<file path="src/rtl/im_loader.sv">
// im_loader: streams a checksummed program image into instruction memory and
// holds the CPU in reset until the whole image has been written and verified.
module im_loader #(
  parameter int ADDR_WIDTH = 7
) (
  input  logic                  clk,
  input  logic                  rstn,
  input  logic                  start,
  input  logic                  in_valid,
  input  logic [7:0]            in_data,
  output logic                  in_ready,
  output logic                  im_we,
  output logic [ADDR_WIDTH-1:0] im_addr,
  output logic [31:0]           im_wdata,
  output logic                  cpu_rstn,
  output logic                  busy,
  output logic                  done,
  output logic                  err,
  output logic [ADDR_WIDTH:0]   word_count
);
  localparam int MAX_WORDS = 2**ADDR_WIDTH;
  typedef enum logic [2:0] {IDLE, HDR_HI, HDR_LO, DATA, CHK, DONE, ERR} state_t;
  state_t state, state_nxt;
  logic [7:0] n_hi, acc;
  logic [15:0] n_hdr;
  logic [ADDR_WIDTH:0] n;
  logic [1:0] byte_idx;
  logic [23:0] shreg;
  logic fire, restart, hdr_bad, last_word;
  assign busy       = state inside {HDR_HI, HDR_LO, DATA, CHK};
  assign in_ready   = busy;
  assign done       = state == DONE;
  assign cpu_rstn   = done;
  assign err        = state == ERR;
  assign fire       = in_valid & in_ready;
  assign restart    = start & (state inside {IDLE, DONE, ERR});
  assign n_hdr      = {n_hi, in_data};
  assign hdr_bad    = n_hdr == 16'd0 || n_hdr > 16'(MAX_WORDS);
  assign last_word  = byte_idx == 2'd3 && word_count + (ADDR_WIDTH+1)'(1) == n;
  always_ff @(posedge clk or negedge rstn)
    if (!rstn) state <= IDLE;
    else state <= state_nxt;
  // in_ready is high in every byte-accepting state, so in_valid alone marks a handshake there
  always_comb begin
    state_nxt = state;
    case (state)
      IDLE, DONE, ERR: state_nxt = start ? HDR_HI : state;
      HDR_HI:          state_nxt = in_valid ? HDR_LO : state;
      HDR_LO:          state_nxt = !in_valid ? state : hdr_bad ? ERR : DATA;
      DATA:            state_nxt = in_valid && last_word ? CHK : state;
      CHK:             state_nxt = !in_valid ? state : in_data == acc ? DONE : ERR;
      default:         state_nxt = IDLE;
    endcase
  end
  always_ff @(posedge clk or negedge rstn)
    if (!rstn) begin
      n_hi       <= '0;
      n          <= '0;
      acc        <= '0;
      byte_idx   <= '0;
      shreg      <= '0;
      word_count <= '0;
      im_we      <= 1'b0;
      im_addr    <= '0;
      im_wdata   <= '0;
    end else begin
      im_we <= 1'b0;
      if (restart) begin
        word_count <= '0;
        byte_idx   <= '0;
        acc        <= '0;
      end
      if (fire)
        case (state)
          HDR_HI: n_hi <= in_data;
          HDR_LO: n <= n_hdr[ADDR_WIDTH:0];
          DATA: begin
            acc      <= acc ^ in_data;
            shreg    <= {shreg[15:0], in_data};
            byte_idx <= byte_idx + 2'd1;
            if (byte_idx == 2'd3) begin
              im_we      <= 1'b1;
              im_addr    <= word_count[ADDR_WIDTH-1:0];
              im_wdata   <= {shreg, in_data};
              word_count <= word_count + (ADDR_WIDTH+1)'(1);
            end
          end
          default: ;
        endcase
    end
endmodule

</file>
<file path="config.mk">
export PLATFORM = sky130hd
export DESIGN_NAME = im_loader
export DESIGN_NICKNAME = d
export VERILOG_FILES = /design/src/rtl/im_loader.sv
export SDC_FILE = /design/constraint.sdc
export NUM_CORES = 1
export LEC_CHECK = 0
export CAP_MARGIN = 20
export CORE_MARGIN = 8
export CORE_UTILIZATION = 43
export CTS_CLUSTER_DIAMETER = 50
export DETAILED_ROUTE_END_ITERATION = 8
export PLACE_DENSITY_LB_ADDON = 0.05
export SYNTH_ARGS = -nofsm -noshare
export SYNTH_HDL_FRONTEND = slang
export SYNTH_SLANG_ARGS = --single-unit
</file>
<file path="constraint.sdc">
create_clock -name clk -period 1.6 [get_ports clk]
set_input_delay 0.32 -clock clk [delete_from_list [all_inputs] [get_ports clk]]
set_output_delay 0.32 -clock clk [all_outputs]
set_load 0.01 [all_outputs]
</file>
==> results.md, run 1 <==
| Step | Quantity | This run |
|:---|:---|:---|
| yosys | Most used standard cells in the synthesized netlist | nand2_1 (205), dfrtp_1 (101), xor2_1 (20) |
| critical path | Crit path kind | reg2reg |
| layout | Post-layout utilization of the core | 69.5% |
| global route | Global-route congestion overflow total | 0 |
| route | Final ANT Viol Nets | 0 |
| yosys | Instance count of the mapped netlist | 466 |
| layout | Final std cells w/o fill | 767 |
| die | Number of cell rows | 37 |
| clock network | Clock Tree Root | clkbuf_8 |
| yosys | Post-synthesis cell area | 4420 um2 |
| yosys | Top area cells in the synthesized netlist | dfrtp_1 (57%), nand2_1 (17%), xor2_1 (4.0%), mux2_2 (3.8%), xnor2_1 (2.0%) |
| timing | Slew of the pin with the lowest slew margin | 0.361 ns |
| outcome | Violated checks | negative setup slack |
| die | Starting density of the core | 43.6% |
| yosys | Async S/R FF share, synth | 100% |
| timing | Final worst slack | -0.172 ns |
| global route | Antenna violations before repair | 0 |
| placed design | Worst-case setup slack after placement | -0.645 ns |
| route | Vias per cell | 5.05 |
| timing | Worst clock skew | 0.00941 ns |
| timing | Final worst path period share | 111% |
| outcome | Outcome | finished, violations left |
| yosys | Post-synthesis average cell area | 9.49 um2 |
| yosys | Post-synth EDFFs | 0 |
| timing | Final critical-path required period | 1.77 ns |
| die | Floorplan die area | 13,800 um2 |
| die | Die Span Y | 117 um |
| die | Die W | 117 um |
| run | Max_cap viols | 0 |
| global route | Pin count of the biggest net entering global routing | 29 |
| yosys | Most common cell in the synthesized netlist | nand2_1 |
| placed design | Gp weighted congestion | 0.871 |
| placed design | DP Wirelength | 7.87 mm |
| global route | Global-route wire length before repair | 19.8 mm |
| timing | Max Transition Viols Final | 0 |
| power and ir drop | Highest ir drop seen on vdd | 0.799 mV |
| global route | Total routing resource utilization after global routing | 17.5% |
| yosys | Area share of the largest cell type after synthesis | 57.1% |
| route | # DRC | 0 |
| yosys | Flip-flop and latch count after synthesis | 101 |
| clock network | Number of buffers between clock root and the deepest sink | 2 |
| clock network | Num CTS Buffers | 9 |
| yosys | Most frequently used flop master after synthesis | dfrtp_1 |
| die | Number of ports placed on the die boundary | 65 |
| route | Violation count after the first detailed-route iteration | 167 |
| yosys | Post-synth net total | 480 |
| power and ir drop | Leakage dissipation | 3.74 nW |
| yosys | Cell type contributing the most total cell area after synthesis | dfrtp_1 |
| power and ir drop | Areal power density over the cells | 1310 nW/um2 |
| critical path | Endpoint type of the worst setup path | register |
| critical path | Arrival @ worst endpoint | 2.01 ns |
| timing | Setup repair after global routing missed its margin | true |
| yosys | Synth cell types | 45 |
| layout | Fill cell total of the finished layout | 796 |
| layout | Layout cell share with drive strength beyond 1 | 42.2% |
| timing | Number of endpoints with negative hold slack in the final report | 0 |
| timing | Post-Route Hold Slack | 0.342 ns |
| clock network | Max H-tree Level | 3 |
| layout | Total inserted antenna cells | 0 |
| clock network | TritonCTS Sinks | 101 |
| placed design | # placed instances | 715 |
| global route | Vias in the first global route | 3,906 |
| critical path | Critical-path maximum fanout | 5 |
| route | Avg WL per Cell | 17.4 um |
| min path | Class of the worst hold path | in2async |
| critical path | Required time of the critical path | 1.84 ns |
| placed design | Count of port buffers added during placement | 64 |
| layout | Area growth from synthesis to final layout | 59.2% |
| route | Total wire length | 13.4 mm |
| layout | Nets@finish | 640 |
| route | Vias | 3,871 |
| clock network | Clock tree from TritonCTS | done |
| clock network | Worst skew pair latency | 0.38 ns |
| clock network | Reg clk slew, reported paths | 0.11 ns |
| die | Core area | 10,100 um2 |
| yosys | Ys Warns | 0 |
| yosys | Proportion of synthesized chip area in sequential cells | 57.1% |
| timing | Rel. slew slack | 75.8% |
| critical path | Critical Path Start Type | register |
| timing | Final setup viols | 71 |
| route | Number of iterations in the first detailed-routing pass | 4 |
| timing | Maximum clock frequency | 564 MHz |
==> cells in the final DEF, fill, tap and decap left out, types with 5 or more instances in the layout <==
cell type        synthesis  routed
nand2_2                  0      44
nand2_4                  0      25
and3_4                   0       5
xor2_1                  20      16
o21ai_1                  7      12
dfrtp_2                  0       5
buf_4                    4      67
dfrtp_1                101      96
xnor2_1                 10       6
nor2_1                  19      14
clkbuf_8                 0       9
mux2_2                  15      15
buf_2                   12       7
nand2_1                205     135
clkdlybuf4s15_1          0       5
buf_12                   0      14
dlygate4sd2_1            0      41
clkdlybuf4s50_1          0       6
buf_6                    1      16
clkbuf_16                0       8
==> critical path, cell delays in order, from the launching register on <==
cell and delay [ns]:
dfrtp_2 0.47, and3_4 0.24, nand3_4 0.10, xnor2_2 0.15, nand4_1 0.15, nor4b_4 0.38
a311oi_1 0.15
==> per-stage QoR <==
| stage | area (um2) | power, mW | TNS (ns) |
|---|---|---|---|
| finish | 7040 | 9.26 | -6.72 |
| CTS | 6220 | 8.53 | -2.14 |
| global placement | 5750 | 6.73 | -22.06 |
| global route | 7040 | 9.81 | -10.14 |
| floorplan | 4450 | 5.48 | -0.194 |
| detailed placement | 5750 | 6.80 | -23.07 |
==> power breakdown <==
group          total (mW)  leakage, nW  internal (mW)  switching, mW
registers            4.07         1.33           3.34          0.736
clock network        1.62       0.0999          0.611           1.01
logic                3.56         2.32           1.87           1.69
total                9.26         3.74           5.82           3.44
==> area by class of cell <==
type	count	area (um2)	share of cell area [%]
clock buffers	9	124	1.76
clock inverters	7	65.1	0.924
inverters	3	23.8	0.338
multi-input cells	339	2330	33.1
flip-flops and latches	101	2530	36.0
well taps	136	170	2.42
repair buffers	172	1800	25.5
==> kinds of logic (layout without fill, tap and decap cells) <==
kind of cell	after synthesis	count (layout)	synth area share (%)
buffers and inverters	27	191	3.14
adders and majority gates	2	2	0.566
xor gates and xnor gates	30	30	5.94
AOI/OAI and AO/OA	34	34	4.61
muxes	18	18	4.52
DFF	101	101	57.1
and+or+nand+nor	254	255	24.1
==> repair_timing <==
| item | CTS | global route |
|---|---|---|
| buffers inserted | 15 | 13 |
| hold buffers | 1 | 0 |
| setup endpoints to repair | 103 | 88 |
| resized for setup | 131 | 142 |
| gates cloned | 2 | 10 |
| endpoints found under the hold margin | 10 | 0 |
| pin swaps | 30 | 62 |
==> sequential cells by signal (all words and copies together), names as in the netlist <==
name and flops:
state 3, n 8, im_we 1, acc 8
byte_idx 2, word_count 8, im_wdata 32, shreg 24
n_hi 8, im_addr 7
==> final timing paths <==
check	start	end	slack, ns	cells past startpoint
setup / recovery	word_count[0]$_DFF_PN0_	state[0]$_DFFE_PN0P_	-0.17	6
hold / removal	rstn	im_addr[3]$_DFFE_PN0P_	0.34	2
setup reg to reg	word_count[0]$_DFF_PN0_	state[0]$_DFFE_PN0P_	-0.17	6
hold reg to reg	im_wdata[4]$_DFFE_PN0P_	im_wdata[4]$_DFFE_PN0P_	0.48	2
max in group asynchronous	rstn	im_wdata[11]$_DFFE_PN0P_	0.73	3
min in group clk	in_data[3]	n_hi[3]$_DFFE_PN0P_	0.37	3
==> per-layer routing <==
layer  part of all wire (%)  vias to the layer above  track usage (%)  wire, um
li1                       -                     1830                -         -
met1                     44                     1944             22.4      5930
met4                    1.7                        0             5.60       221
met5                      0                        -                0         0
met3                    3.2                       17             3.17       425
met2                     51                       80             29.4      6810
Power figures use the tool's default switching activity.
==> inputs of run 2 (changes only) <==
MAX_ROUTING_LAYER = met4   (was unset)
==> results.md, run 2 (synthesis results as in run 1) <==
| Step | Quantity | This run | Change |
|:---|:---|:---|:---|
| layout | Final std cells w/o fill | 767 | unchanged |
| power and ir drop | Areal power density over the cells | 1350 nW/um2 | +2.3% |
| timing | Max Transition Viols Final | 0 | unchanged |
| outcome | Outcome | finished, violations left |  |
| critical path | Start point of the critical path | state[1]$_DFFE_PN0P_ |  |
| clock network | TritonCTS Sinks | 101 | unchanged |
| placed design | Count of port buffers added during placement | 64 | unchanged |
| timing | Final critical-path required period | 1.75 ns | -0.0223 ns |
| run | Max_cap viols | 0 | unchanged |
| placed design | Worst-case setup slack after placement | -0.645 ns | unchanged |
| timing | Rel. slew slack | 78.1% | +2.3 points |
| layout | Cell area after layout | 6820 um2 | -3.1% |
| route | Vias | 3,832 | -1.0% |
| clock network | Reg clk slew, reported paths | 0.11 ns | about the same |
| route | Violation count after the first detailed-route iteration | 216 | +29% |
| clock network | Clock tree from TritonCTS | done |  |
| critical path | Arrival @ worst endpoint | 2.04 ns | +0.03 ns |
| outcome | Violated checks | negative setup slack |  |
| timing | Maximum clock frequency | 572 MHz | +1.3% |
| global route | Total routing resource utilization after global routing | 18.0% | +0.47 points |
| critical path | Endpoint type of the worst setup path | register |  |
| route | Uppermost routed layer | met4 |  |
| route | Wire length on met2 | 6.62 mm | -2.7% |
| timing | Worst clock skew | 0.0108 ns | +0.00137 ns |
| timing | Slew of the pin with the lowest slew margin | 0.326 ns | -0.0352 ns |
| clock network | Num CTS Buffers | 9 | unchanged |
| placed design | Gp weighted congestion | 0.885 | +1.6% |
| route | Number of iterations in the first detailed-routing pass | 5 | +1 |
| route | Total wire length | 13.0 mm | -2.6% |
| layout | Max FFs per register | 32 | unchanged |
| timing | Final setup viols | 68 | -4.2% |
| power and ir drop | PnR Total Power | 9.18 mW | -0.87% |
| route | # DRC | 0 | unchanged |
| die | Number of cell rows | 37 | unchanged |
| power and ir drop | Highest ir drop seen on vdd | 0.739 mV | -7.5% |
| layout | Top reg by flops | im_wdata |  |
| timing | Final worst slack | -0.149 ns | +0.0223 ns |
| critical path | Worst reg2reg path endpoint | word_count[2]$_DFF_PN0_ |  |
| die | Starting density of the core | 43.6% | unchanged |
| critical path | Termination of the worst setup path | word_count[2]$_DFF_PN0_ |  |
| die | Core area | 10,100 um2 | unchanged |
| critical path | Reg-to-reg critical path startpoint | state[1]$_DFFE_PN0P_ |  |
| placed design | DP Wirelength | 7.87 mm | unchanged |
| layout | Post-layout utilization of the core | 67.3% | -2.2 points |
| die | Floorplan die area | 13,800 um2 | unchanged |
| clock network | Number of buffers between clock root and the deepest sink | 2 | unchanged |
| die | Die W | 117 um | unchanged |
| placed design | Placed Area | 5750 um2 | unchanged |
| critical path | Critical-path maximum fanout | 7 | +2 |
| power and ir drop | Leakage dissipation | 3.64 nW | -2.7% |
| timing | Setup repair after global routing missed its margin | true |  |
| critical path | Reg-to-reg slack, setup | -0.15 ns | +0.02 ns |
| timing | Post-Route Hold Slack | 0.349 ns | +0.00678 ns |
| layout | Most common cell after layout, fill and taps aside | nand2_1 |  |
| route | M1 WL | 5.79 mm | -2.3% |
| global route | Vias in the first global route | 3,898 | -0.20% |
| timing | TNS Setup | -4.06 ns | +2.65 ns |
| die | Die Span Y | 117 um | unchanged |
| clock network | Worst skew pair latency | 0.37 ns | about the same |
| clock network | Max H-tree Level | 3 | unchanged |
| placed design | # placed instances | 715 | unchanged |
| layout | Combined flip-flop and latch cell area | 2530 um2 | about the same |
| layout | Nets@finish | 640 | unchanged |
| min path | Class of the worst hold path | in2async |  |
| route | Final ANT Viol Nets | 0 | unchanged |
| timing | Final worst path period share | 109% | -1.4 points |
| layout | Top Registers | im_wdata x32, shreg x24 |  |
| global route | Global-route wire length before repair | 19.7 mm | about the same |
| clock network | Clock Tree Root | clkbuf_8 |  |
| critical path | Required time of the critical path | 1.89 ns | +0.05 ns |
| route | Wire length on met3 | 419 um | -1.4% |
| critical path | Critical Path Start Type | register |  |
| route | Avg WL per Cell | 17.0 um | -2.6% |
| critical path | Number of cells traversed by the worst register-to-register path | 9 | +3 |
| layout | Fill cell total of the finished layout | 830 | +4.3% |
| global route | Pin count of the biggest net entering global routing | 29 | unchanged |
| die | Number of ports placed on the die boundary | 65 | unchanged |
| global route | Global-route congestion overflow total | 0 | unchanged |
| critical path | Crit path kind | reg2reg |  |
| global route | Antenna violations before repair | 0 | unchanged |
| layout | Layout cell share with drive strength beyond 1 | 36.1% | -6.0 points |
| timing | Number of endpoints with negative hold slack in the final report | 0 | unchanged |
| layout | Total inserted antenna cells | 0 | unchanged |
| route | Vias per cell | 5.00 | -1.0% |
| layout | Area used by multi-input combinational logic | 2170 um2 | -6.9% |
| layout | Area growth from synthesis to final layout | 54.2% |  |
| layout | Most frequent cells in the layout | nand2_1 (174), dfrtp_1 (95), buf_4 (71) |  |
[run 2: power breakdown]
part	switching, mW	internal [mW]	total, mW
clock	0.988	0.611	1.60
sequential	0.666	3.34	4.00
combinational	1.70	1.88	3.58
total	3.35	5.83	9.18
[run 2: layer usage]
| layer | track usage [%] | vias to the layer above |
|---|---|---|
| met5 | - | - |
| met4 | 5.60 | 0 |
| met3 | 2.93 | 16 |
| met2 | 29.4 | 79 |
| met1 | 22.5 | 1916 |
| li1 | - | 1821 |
[run 2: worst max-delay path, stage by stage (launching register included)]
cell and delay, ns:
dfrtp_2 0.45, buf_6 0.13, buf_4 0.12, and2b_4 0.16, and3_4 0.19, nand2_8 0.11, clkinv_8 0.09, nor2_4 0.22
o21ai_1 0.11, o21ai_1 0.09
[run 2: what timing repair did]
| action | 4_1_cts | 5_1_grt |
|---|---|---|
| hold buffers | 1 | 0 |
| endpoints found under the hold margin | 10 | 0 |
| setup buffers | 15 | 14 |
| gates cloned | 2 | 9 |
| resized for setup | 131 | 86 |
| endpoints found under the setup margin | 103 | 86 |
| pin swaps | 30 | 37 |
[run 2: worst min-delay path by stage]
stage	startpoint	end	slack [ns]
floorplan	rstn	acc[0]$_DFF_PN0_	0.02
global placement	rstn	im_addr[1]$_DFFE_PN0P_	0.20
detailed placement	rstn	im_addr[3]$_DFFE_PN0P_	0.20
CTS	rstn	im_addr[3]$_DFFE_PN0P_	0.34
global route	rstn	im_addr[3]$_DFFE_PN0P_	0.35
finish	rstn	im_addr[3]$_DFFE_PN0P_	0.35
[run 2: final cells by class]
cell class,count,area share (%)
flip-flops and latches,101,37.2
well taps,136,2.49
clock inverters,7,0.954
clock buffers,9,1.82
repair buffers,172,25.4
multi-input cells,339,31.8
inverters,3,0.348
